## src/rtl/plot_arbiter.sv

```systemverilog
// plot_arbiter: round-robin arbiter between two box-drawing requesters.
// It walks the granted box one pixel per cycle, row-major, and emits framebuffer writes.
module plot_arbiter #(
    parameter int SCREEN_W = 160,
    parameter int SCREEN_H = 120,
    parameter logic [2:0] BG_COLOUR = 3'b000
) (
    input  logic       clk,
    input  logic       resetn,
    input  logic       req0,
    input  logic       req1,
    input  logic       erase0,
    input  logic       erase1,
    input  logic [7:0] x0,
    input  logic [7:0] x1,
    input  logic [6:0] y0,
    input  logic [6:0] y1,
    input  logic [3:0] w0,
    input  logic [3:0] w1,
    input  logic [3:0] h0,
    input  logic [3:0] h1,
    input  logic [2:0] colour0,
    input  logic [2:0] colour1,
    output logic       grant0,
    output logic       grant1,
    output logic       done0,
    output logic       done1,
    output logic       busy,
    output logic       plot,
    output logic [7:0] x_out,
    output logic [6:0] y_out,
    output logic [2:0] colour_out
);
    typedef enum logic [1:0] {IDLE, LOAD, DRAW, DONE} state_t;
    localparam logic [8:0] SW = 9'(SCREEN_W);
    localparam logic [7:0] SH = 8'(SCREEN_H);
    state_t state, state_n;
    logic sel, sel_n, last, last_n, win, any_req, finish, drawing, last_col;
    logic [7:0] bx, bx_n, lx, base_x, x_n;
    logic [6:0] by, by_n, ly, base_y, y_n;
    logic [3:0] bw, bw_n, bh, bh_n, lw, lh, dx, dx_n, dy, dy_n, nx, ny, off_x, off_y;
    logic [2:0] bc, bc_n, lc, c_n;
    logic [8:0] sx;
    logic [7:0] sy;
    logic grant0_n, grant1_n, done0_n, done1_n, busy_n, plot_n;
    // Outputs are registered from next-state values, so LOAD already presents pixel (0,0)
    // and the first plot appears in the first DRAW cycle.
    always_comb begin
        any_req = req0 | req1;
        win = !(req0 && (!req1 || last));
        lx = sel ? x1 : x0;
        ly = sel ? y1 : y0;
        lw = sel ? w1 : w0;
        lh = sel ? h1 : h0;
        lc = (sel ? erase1 : erase0) ? BG_COLOUR : (sel ? colour1 : colour0);
        last_col = dx == bw - 4'd1;
        nx = last_col ? 4'd0 : dx + 4'd1;
        ny = last_col ? dy + 4'd1 : dy;
        finish = (state == LOAD && (lw == 4'd0 || lh == 4'd0)) ||
                 (state == DRAW && last_col && dy == bh - 4'd1);
        drawing = (state == LOAD || state == DRAW) && !finish;
        base_x = state == LOAD ? lx : bx;
        base_y = state == LOAD ? ly : by;
        off_x = state == LOAD ? 4'd0 : nx;
        off_y = state == LOAD ? 4'd0 : ny;
        sx = {1'b0, base_x} + {5'b0, off_x};
        sy = {1'b0, base_y} + {4'b0, off_y};
        state_n = state == IDLE ? (any_req ? LOAD : IDLE) : state == DONE ? IDLE : finish ? DONE : DRAW;
        sel_n = (state == IDLE && any_req) ? win : sel;
        last_n = finish ? sel : last;
        bx_n = state == LOAD ? lx : bx;
        by_n = state == LOAD ? ly : by;
        bw_n = state == LOAD ? lw : bw;
        bh_n = state == LOAD ? lh : bh;
        bc_n = state == LOAD ? lc : bc;
        dx_n = state == DRAW ? nx : 4'd0;
        dy_n = state == DRAW ? ny : 4'd0;
        grant0_n = state == IDLE ? any_req && !win : drawing && !sel;
        grant1_n = state == IDLE ? any_req && win : drawing && sel;
        done0_n = finish && !sel;
        done1_n = finish && sel;
        busy_n = state_n != IDLE;
        plot_n = drawing && sx < SW && sy < SH;
        x_n = drawing ? sx[7:0] : x_out;
        y_n = drawing ? sy[6:0] : y_out;
        c_n = drawing ? (state == LOAD ? lc : bc) : colour_out;
    end
    always_ff @(posedge clk) begin
        if (!resetn) begin
            state <= IDLE;
            sel <= 1'b0;
            last <= 1'b1;
            bx <= '0;
            by <= '0;
            bw <= '0;
            bh <= '0;
            bc <= '0;
            dx <= '0;
            dy <= '0;
            grant0 <= 1'b0;
            grant1 <= 1'b0;
            done0 <= 1'b0;
            done1 <= 1'b0;
            busy <= 1'b0;
            plot <= 1'b0;
            x_out <= '0;
            y_out <= '0;
            colour_out <= '0;
        end else begin
            state <= state_n;
            sel <= sel_n;
            last <= last_n;
            bx <= bx_n;
            by <= by_n;
            bw <= bw_n;
            bh <= bh_n;
            bc <= bc_n;
            dx <= dx_n;
            dy <= dy_n;
            grant0 <= grant0_n;
            grant1 <= grant1_n;
            done0 <= done0_n;
            done1 <= done1_n;
            busy <= busy_n;
            plot <= plot_n;
            x_out <= x_n;
            y_out <= y_n;
            colour_out <= c_n;
        end
    end
endmodule

```

## config.mk

```make
export PLATFORM = sky130hd
export DESIGN_NAME = plot_arbiter
export DESIGN_NICKNAME = d
export VERILOG_FILES = /design/src/rtl/plot_arbiter.sv
export SDC_FILE = /design/constraint.sdc
export NUM_CORES = 1
export LEC_CHECK = 0
export CAP_MARGIN = 15
export CORE_MARGIN = 4
export CORE_UTILIZATION = 53
export CTS_CLUSTER_SIZE = 20
export DETAILED_ROUTE_END_ITERATION = 7
export GPL_ROUTABILITY_DRIVEN = 0
export GPL_TIMING_DRIVEN = 1
export PLACE_DENSITY = 0.9
export SKIP_CTS_REPAIR_TIMING = 1
export SYNTH_ARGS = -nofsm -noshare
export SYNTH_HDL_FRONTEND = slang
export SYNTH_SLANG_ARGS = --single-unit
```

## constraint.sdc

```tcl
create_clock -name clk -period 8.8 [get_ports clk]
set_input_delay 1.32 -clock clk [delete_from_list [all_inputs] [get_ports clk]]
set_output_delay 1.32 -clock clk [all_outputs]
set_load 0.02 [all_outputs]
```

==> results of run 1 <==
synth_stat cells, types with 2 or more instances:
master	n	area, um^2
a211oi_1	18	135
a21o_1	4	30.0
a21oi_1	17	85.1
a22oi_1	3	22.5
a31oi_1	2	12.5
and2_1	8	50.1
buf_1	4	15.0
buf_2	4	20.0
buf_6	2	22.5
clkbuf_1	9	33.8
dfxtp_1	62	1240
fa_1	2	40.0
ha_1	16	200
inv_1	12	45.0
mux2_2	3	33.8
mux2i_1	25	250
nand2_1	22	82.6
nand3_1	9	45.0
nand4_1	3	18.8
nor2_1	65	244
nor3_1	7	35.0
nor4_1	3	18.8
o21a_1	2	15.0
o21ai_0	17	85.1
or2_2	2	12.5
or4_1	3	22.5
xnor2_1	15	131
xor2_1	9	78.8
flip-flops by register name (all words and copies together), names as in the netlist, 2 cells and up:
register	cells
dy	4
y_out	7
dx	4
bw	4
state	2
bh	4
colour_out	3
by	7
bx	8
x_out	8
bc	3
area by class of cell:
cell class / count / area, um^2
multi-input combinational: 270 / 1810
fill: 400 / 1430
sequential: 62 / 1240
timing repair buffer: 83 / 826
clock buffer: 13 / 169
tap: 72 / 90.1
clock inverter: 3 / 65.1
inverter: 12 / 45.0
logic make-up (layout without fill, tap and decap cells):
kind of cell	Yosys count	after routing	synth area share, %
xor+xnor	25	25	7.31
flops	62	62	39.0
buf+inv	31	111	4.28
mux	28	28	8.92
compound gates	72	72	14.8
simple gates	127	127	18.2
fa+ha+maj	18	18	7.54
final timing paths:
kind | startpoint | to | slack [ns] | cells after the start
hold reg to reg | y_out[3]$_SDFFE_PN0P_ | y_out[3]$_SDFFE_PN0P_ | 0.47 | 2
hold / removal | y_out[3]$_SDFFE_PN0P_ | y_out[3]$_SDFFE_PN0P_ | 0.47 | 2
setup / recovery | resetn | plot$_SDFF_PN0_ | 5.07 | 5
setup reg to reg | bw[0]$_SDFFE_PN0N_ | x_out[6]$_SDFFE_PN0P_ | 5.19 | 14
stage by stage:
| step | hold WS (ns) | total power, W | setup WS (ns) |
|---|---|---|---|
| 2_1_floorplan | 0.441 | 0.000542 | 5.48 |
| 3_3_place_gp | 0.448 | 0.000633 | 4.87 |
| 3_5_place_dp | 0.455 | 0.000644 | 4.77 |
| 4_1_cts | 0.465 | 0.000937 | 5.06 |
| 5_1_grt | 0.477 | 0.000979 | 4.80 |
| 6_report | 0.465 | 0.000934 | 5.07 |
where the power goes:
part | switching (W) | internal [W] | total [W]
clock network | 0.000108 | 0.000182 | 0.000290
logic | 0.000159 | 0.000135 | 0.000295
registers | 0.0000282 | 0.000321 | 0.000349
total | 0.000296 | 0.000639 | 0.000934
metal layers:
metal	vias up	share of wire, %
li1	1414	-
met1	1301	39
met2	99	51
met3	20	7.5
met4	0	2.1
met5	-	0
worst max-delay path: stages:
cell and delay [ns]:
clkdlybuf4s50_1 1.22, inv_1 0.77, nor2_1 0.32, nand3_1 0.10, nor4_1 0.25
==> summary.md, run 1 <==
| Metric | Value |
|---|---|
| Outcome | finished, final reports clean |
| PD cells | 220 nW/um^2 |
| Final Hold Viols | 0 |
| Num rows | 27 |
| Antenna violations before repair | 0 |
| Met1 usage | 24.8% |
| Area post-placement | 4010 um^2 |
| # diodes | 0 |
| Gr usage total | 22.6% |
| DP HPWL | 5.80 mm |
| Syn_area_per_cell | 8.78 um^2 |
| Total grt overflow | 0 |
| GRT Max-Usage Layer | met2 |
| Fin Setup TNS | 0 ns |
| Max Slew Vio Count | 0 |
| Clock latency on the worst-skew pair | 0.35 ns |
| Sequential area share after synthesis | 39.0% |
| Layout Nets | 514 |
| Initial DRC Count | 132 |
| Synth cell types | 43 |
| Clk_skew | 0.00757 ns |
| # DRC | 0 |
| Initial Utilization | 56.1% |
| Maximum fanout along the worst path | 32 |
| Placed Cells | 499 |
| Most common cell after layout, fill and taps aside | clkdlybuf4s50_1 |
| Max cap viols | 0 |
| Drt total wl | 8.20 mm |
| Placeable Area | 5680 um^2 |
| F_max | 268 MHz |
| Quantity of I/O buffers inserted on ports | 81 |
| Period utilisation layout | 42.4% |
| Remaining antenna violation count after routing | 0 |
| Final setup violation count | 0 |
| Clock transition at the registers of the reported paths | 0.07 ns |
| P_leak | 1.65 nW |
| Via count | 2834 |
| CTS sink count | 62 |
| Met2 Usage GRT | 40.2% |
| Fraction of synthesis flops using an asynchronous set or reset pin | 0% |
| Path type of the worst setup path | in -> reg |
| Synthesized flop and latch total | 62 |
| Fin cells | 515 |
| Util after Layout | 74.8% |
| Commonest non-fill, non-tap cells in the layout | clkdlybuf4s50_1 (81), nor2_1 (65), dfxtp_1 (61) |
| Top FF cell, synth | dfxtp_1 |
| Detailed Routing Iterations Pass 1 | 4 |
| CTS tree | yes |
| CTS buffer count | 9 |
| Die Height | 85.5 um |
| Global-route wire length before repair | 13.1 mm |
| Peak VDD IR | 0.139 mV |
| Largest net degree at the start of global routing | 44 |
| Post-synth EDFFs | 0 |
| Die area | 7310 um^2 |
| CP Launch Type | input port |
| Vias per cell | 5.50 |
| Worst min path class | reg -> reg |
| Post-synthesis instance area | 3190 um^2 |
| Min cycle time layout | 3.73 ns |
| Vias in the first global route | 2836 |
| Met3 Resource Use GR | 7.30% |
| CTS Buffer Depth | 2 |
| Yosys warns | 0 |
| Area grow syn2layout | 33.3% |
| RSZ-0062 raised after global routing | false |
| Syn_nets | 439 |
| Synthesized netlist cell count | 363 |
| Root Buffer | clkbuf_8 |
| Wirelength per Cell | 15.9 um |
| Crit. End Element | register |
| Layout cells sized above 1 | 5.87% |
| Worst Tran Pin Value | 1.14 ns |
| H-tree depth | 3 |
| Cell area after layout | 4250 um^2 |
| Die width | 85.5 um |
| I/O pin count | 82 |
| Rel. slew slack | 23.7% |
| Arrival time worst endpoint | 4.00 ns |
| Req. time, crit path | 9.06 ns |
Power figures use the tool's default switching activity.
==> inputs of run 2 (changes only) <==
Settings changed: CORE_UTILIZATION 53 to 49, PLACE_DENSITY 0.9 to 0.84.
Clock period 8.8 ns to 3.9 ns, I/O delays scaled along.
==> summary.md, run 2 (same netlist as run 1, synthesis figures left out) <==
| Metric | Value |
|---|---|
| Vias per cell | 5.33 (was 5.50) |
| CTS sink count | 62 (unchanged) |
| Worst Hold Path EP | colour_out[0]$_SDFFE_PN0P_ (was y_out[3]$_SDFFE_PN0P_) |
| Final hold slack | 0.466 ns (was 0.465 ns) |
| Cell area after layout | 4270 um^2 (was 4250 um^2) |
| Clock transition at the registers of the reported paths | 0.07 ns (about the same) |
| Die area | 7860 um^2 (was 7310 um^2) |
| CTS buffer count | 9 (unchanged) |
| Placeable Area | 6310 um^2 (was 5680 um^2) |
| Final setup violation count | 0 (unchanged) |
| Multi-input gate area | 1810 um^2 (unchanged) |
| Via count | 2781 (was 2834) |
| Most common cell after layout, fill and taps aside | clkdlybuf4s50_1 (unchanged) |
| # diodes | 0 (unchanged) |
| Antenna violations before repair | 0 (unchanged) |
| Largest net degree at the start of global routing | 39 (was 44) |
| Total grt overflow | 0 (unchanged) |
| Wirelength per Cell | 14.6 um (was 15.9 um) |
| Period utilisation layout | 90.0% |
| Die Height | 88.6 um (was 85.5 um) |
| CP Cell Sequence | inv_1 > ha_1 > xnor2_1 > nor4_4 > or2_2 > nor2_1 > ha_1 > fa_1 > a21o_1 > a21oi_1 > nor2_1 > nor2_1 > a311oi_1 > nor4_1 (was clkdlybuf4s50_1 > inv_1 > nor2_1 > nand3_1 > nor4_1) |
| I/O pin count | 82 (unchanged) |
| Max Slew Vio Count | 0 (unchanged) |
| CTS tree | yes (unchanged) |
| # DRC | 0 (unchanged) |
| Min-delay src | colour_out[0]$_SDFFE_PN0P_ (was y_out[3]$_SDFFE_PN0P_) |
| CP Launch Type | register (was input port) |
| Most used cell along the critical path | nor2_1 |
| Num rows | 29 (was 27) |
| Initial Utilization | 50.5% (was 56.1%) |
| R2R depth | 14 (unchanged) |
| R2r setup slk | 0.39 ns (was 5.19 ns) |
| Drt total wl | 7.62 mm (was 8.20 mm) |
| Area grow syn2layout | 34.0% (was 33.3%) |
| Arrival time worst endpoint | 3.76 ns (was 4.00 ns) |
| Remaining antenna violation count after routing | 0 (unchanged) |
| Largest registers | bx (8), x_out (8) (unchanged) |
| Area occupied by registers | 1240 um^2 (unchanged) |
| DP HPWL | 5.60 mm (was 5.80 mm) |
| P_leak | 1.66 nW (was 1.65 nW) |
| Gr usage total | 20.4% (was 22.6%) |
| Slowest stage cell, crit path | nor4_4 (was clkdlybuf4s50_1) |
| RR Endpoint | plot$_SDFF_PN0_ (was x_out[6]$_SDFFE_PN0P_) |
| Min cycle time layout | 3.51 ns |
| Global-route wire length before repair | 12.5 mm (was 13.1 mm) |
| Path type of the worst setup path | reg -> reg (was in -> reg) |
| Initial DRC Count | 136 (was 132) |
| Area post-placement | 4040 um^2 (was 4010 um^2) |
| Clock latency on the worst-skew pair | 0.35 ns (about the same) |
| Max cap viols | 0 (unchanged) |
| Layout Nets | 516 (was 514) |
| CTS Buffer Depth | 2 (unchanged) |
| Commonest non-fill, non-tap cells in the layout | clkdlybuf4s50_1 (81), nor2_1 (65), dfxtp_1 (61) (unchanged) |
| Worst min path class | reg -> reg (unchanged) |
| Req. time, crit path | 4.15 ns (was 9.06 ns) |
| Reg2reg start | bw[0]$_SDFFE_PN0N_ (unchanged) |
| Placed Cells | 506 (was 499) |
| Detailed Routing Iterations Pass 1 | 5 (was 4) |
| Fin cells | 522 (was 515) |
| Final Hold Viols | 0 (unchanged) |
| PD cells | 493 nW/um^2 (was 220 nW/um^2) |
| Hold path cells | 2 (unchanged) |
| F_max | 285 MHz |
| Outcome | finished, final reports clean (unchanged) |
| Die width | 88.6 um (was 85.5 um) |
| Clk_skew | 0.00941 ns (was 0.00757 ns) |
| H-tree depth | 3 (unchanged) |
| Worst Tran Pin Value | 0.924 ns (was 1.14 ns) |
| Crit. End Element | register (unchanged) |
| Vias in the first global route | 2772 (was 2836) |
| Peak VDD IR | 0.341 mV (was 0.139 mV) |
| RSZ-0062 raised after global routing | false (unchanged) |
| Worst path max stage delay | 0.59 ns (was 1.22 ns) |
| Root Buffer | clkbuf_8 (unchanged) |
| Maximum fanout along the worst path | 8 (was 32) |
| Quantity of I/O buffers inserted on ports | 81 (unchanged) |
| Rel. slew slack | 38.3% (was 23.7%) |
| Layout cells sized above 1 | 6.29% (was 5.87%) |
| # fillers | 518 (was 400) |
| Fin Setup TNS | 0 ns (unchanged) |
[run 2: cell count changes in the layout (fill, tap and decap cells not counted), sizes merged]
cell,change
buf,+2
[run 2: area by class of cell]
| type | count | area share [%] |
|---|---|---|
| multi-input combinational | 270 | 42.4 |
| sequential | 62 | 29.1 |
| timing repair buffer | 85 | 19.7 |
| clock buffer | 13 | 3.96 |
| tap | 77 | 2.26 |
| clock inverter | 3 | 1.52 |
| inverter | 12 | 1.06 |
[run 2: critical path: cells and delay by family (launching register included)]
| kind | cells | cell delay (ns) |
|---|---|---|
| AO/OA/AOI/OAI | 3 | 0.53 |
| XOR/XNOR | 1 | 0.16 |
| adder cells (fa/ha/maj) | 3 | 0.93 |
| buffers and inverters | 1 | 0.06 |
| flip-flops | 1 | 0.39 |
| AND/OR/NAND/NOR | 6 | 1.34 |
[run 2: metal layers]
| metal | vias up | track usage, % | part of all wire [%] |
|---|---|---|---|
| li1 | 1414 | - | - |
| met4 | 0 | 9.48 | 1.6 |
| met5 | - | 0 | 0 |
| met3 | 15 | 5.49 | 5.7 |
| met2 | 65 | 34.5 | 50 |
| met1 | 1287 | 24.1 | 42 |
[run 2: power by group]
part           switching [W]  total [W]  internal [W]
combinational       0.000362   0.000669      0.000307
clock               0.000249   0.000660      0.000412
sequential         0.0000495   0.000773      0.000724
[run 2: worst max-delay path by stage]
stage | from | end | slack [ns] | cells past startpoint
floorplan | state[1]$_SDFF_PN0_ | plot$_SDFF_PN0_ | 0.58 | 15
global placement | bw[0]$_SDFFE_PN0N_ | x_out[6]$_SDFFE_PN0P_ | 0.46 | 14
detailed placement | bw[0]$_SDFFE_PN0N_ | plot$_SDFF_PN0_ | 0.32 | 15
CTS | bw[0]$_SDFFE_PN0N_ | plot$_SDFF_PN0_ | 0.31 | 15
global route | bw[0]$_SDFFE_PN0N_ | plot$_SDFF_PN0_ | 0.14 | 15
finish | bw[0]$_SDFFE_PN0N_ | plot$_SDFF_PN0_ | 0.39 | 14
[run 2: stage by stage]
| stage | power [W] | utilization (%) | worst slack, ns |
|---|---|---|---|
| after floorplan | 0.00122 | - | 0.584 |
| after global placement | 0.00144 | 63.9 | 0.462 |
| after detailed placement | 0.00146 | 63.9 | 0.317 |
| after CTS | 0.00211 | 67.6 | 0.309 |
| after global routing | 0.00223 | 67.6 | 0.141 |
| final | 0.00210 | 67.6 | 0.390 |
==> patch (config.mk and constraints of run 2) <==
Encoding of `state_t`: now one-hot (4 bits for 4 states).
--- a/src/rtl/plot_arbiter.sv
+++ b/src/rtl/plot_arbiter.sv
@@ -31,7 +31,7 @@
     output logic [6:0] y_out,
     output logic [2:0] colour_out
 );
-    typedef enum logic [1:0] {IDLE, LOAD, DRAW, DONE} state_t;
+    typedef enum logic [3:0] {IDLE = 4'b0001, LOAD = 4'b0010, DRAW = 4'b0100, DONE = 4'b1000} state_t;
     localparam logic [8:0] SW = 9'(SCREEN_W);
     localparam logic [7:0] SH = 8'(SCREEN_H);
     state_t state, state_n;
Check against the original RTL: no difference found for any inputs over 10 cycles, from zero or initial values and one cycle with resetn low; not proved beyond that.
==> patch against run 2 <==
Area after synthesis is 6.8% higher. First-iteration DRC count is 5.1% higher. Routed wire length is 10% higher. Non-clock buffer count is 4 higher. Sequential share of layout area is 0.37 points lower. Worst setup slack worse by 0.053 ns. Critical path depth is 1 higher. Sequential cell count is 2 higher. Global-route usage is 0.13 points higher. Cell area is 4.5% higher. Fmax is 1.5% lower. Highest routed layer unchanged.
Power is not compared: it rests on default switching activity, and its combinational part moved more than twofold at a synthesized area within 25%.
==> patch: results (changes against run 2) <==
[status]
outcome = finished clean

[sta]
min_period_over_period_pct = 91.4  ; +1.4 points
finClkSkew_ns = 0.00745  ; -0.00196 ns
timing.hold.ws_ns = 0.452  ; -0.0141 ns
relSlewSlack_pct = 50.2  ; +12 points

[synth]
synthXorXnorAreaFrac_pct = 7.50  ; +0.20 points
synth_cell_types = 55  ; +28%
synth_nets = 452  ; +3.0%
synth.area.top_cells = dfxtp_1, mux2i_1, nor2_1
avgSynthCellArea_um2 = 8.95  ; +2.0%
synth_commonest_cells = dfxtp_1, nor2_1, mux2i_1, nand2_1, inv_1
synth.area.mux_share_pct = 10.8  ; +1.9 points
synth-async-reset-ratio_pct = 0  ; unchanged
synth_adder_area_share_pct = 5.59  ; -2.0 points
yosysSeqAreaShare_pct = 37.7  ; -1.3 points
synth-compound-area-share_pct = 14.0  ; -0.76 points

[power_and_ir_drop]
p_total_mw = 1.46
p_comb_mw = 0.269
leakage_nw = 1.71

[route]
wirelength_mm = 8.39  ; +10%
drt-vias-per-instance = 5.47  ; +2.7%
wl_met2_mm = 3.97  ; +3.8%
vias = 2986  ; +7.4%
wl_met1_mm = 3.73  ; +15%
first_pass_iters = 4  ; -1
wl_met3_um = 548  ; +26%
drt-initial-drc-count = 143  ; +5.1%

[global_routing]
grt_pass1_wl_mm = 13.9  ; +12%
grt_max_degree = 23  ; -41%
grt_use_total_pct = 20.6  ; +0.13 points
grt_pass1_vias = 3053  ; +10%

[setup_path]
cp_max_fo = 5  ; -3
arrival_ns = 3.81  ; +0.05 ns
startpoint = bw[0]$_SDFFE_PN0N_
r2r_cells = 15  ; +1
reg2reg_slack_ns = 0.34  ; -0.05 ns

[placement]
placed_area_mm2 = 0.00429  ; +6.4%
dp_slack_ns = 0.423  ; +0.106 ns
io_buffers = 81  ; unchanged
dp_hpwl_mm = 6.46  ; +15%

[cts]
clk_latency_ns = 0.35  ; about the same
htreeDepth = 3  ; unchanged

[layout]
drive_gt1_share_pct = 9.01  ; +2.7 points
nNetsFinal = 533  ; +3.3%
diodes = 0  ; unchanged

[hold_path]
holdPathEnd = colour_out[2]$_SDFFE_PN0P_
hp-class = flop to flop
min_from = colour_out[2]$_SDFFE_PN0P_

patch: cell type report:
class | instances | area (µm²)
fillers | 536 | 2300
multi-input cells | 283 | 1990
flip-flops and latches | 64 | 1280
repair buffers | 89 | 871
clock buffers | 12 | 145
well taps | 80 | 100
inverters | 14 | 52.6
clock inverters | 4 | 20.0
patch: layer usage:
| layer | track usage (%) | vias to the layer above |
|---|---|---|
| met5 | 0 | - |
| met4 | 9.05 | 0 |
| met3 | 4.39 | 12 |
| met2 | 34.2 | 89 |
| met1 | 25.6 | 1391 |
| li1 | - | 1494 |
patch: worst max-delay path, cell delays in order, from the launching register on:
cell,delay (ns)
dfxtp_1,0.38
inv_1,0.06
ha_1,0.30
xor2_1,0.14
nand3_1,0.15
nor2_1,0.36
xnor2_1,0.20
nor2_1,0.08
ha_1,0.24
fa_1,0.42
a21o_1,0.20
a21oi_1,0.27
xor2_1,0.22
nor3b_1,0.23
o2bb2ai_1,0.16
nor4_2,0.05
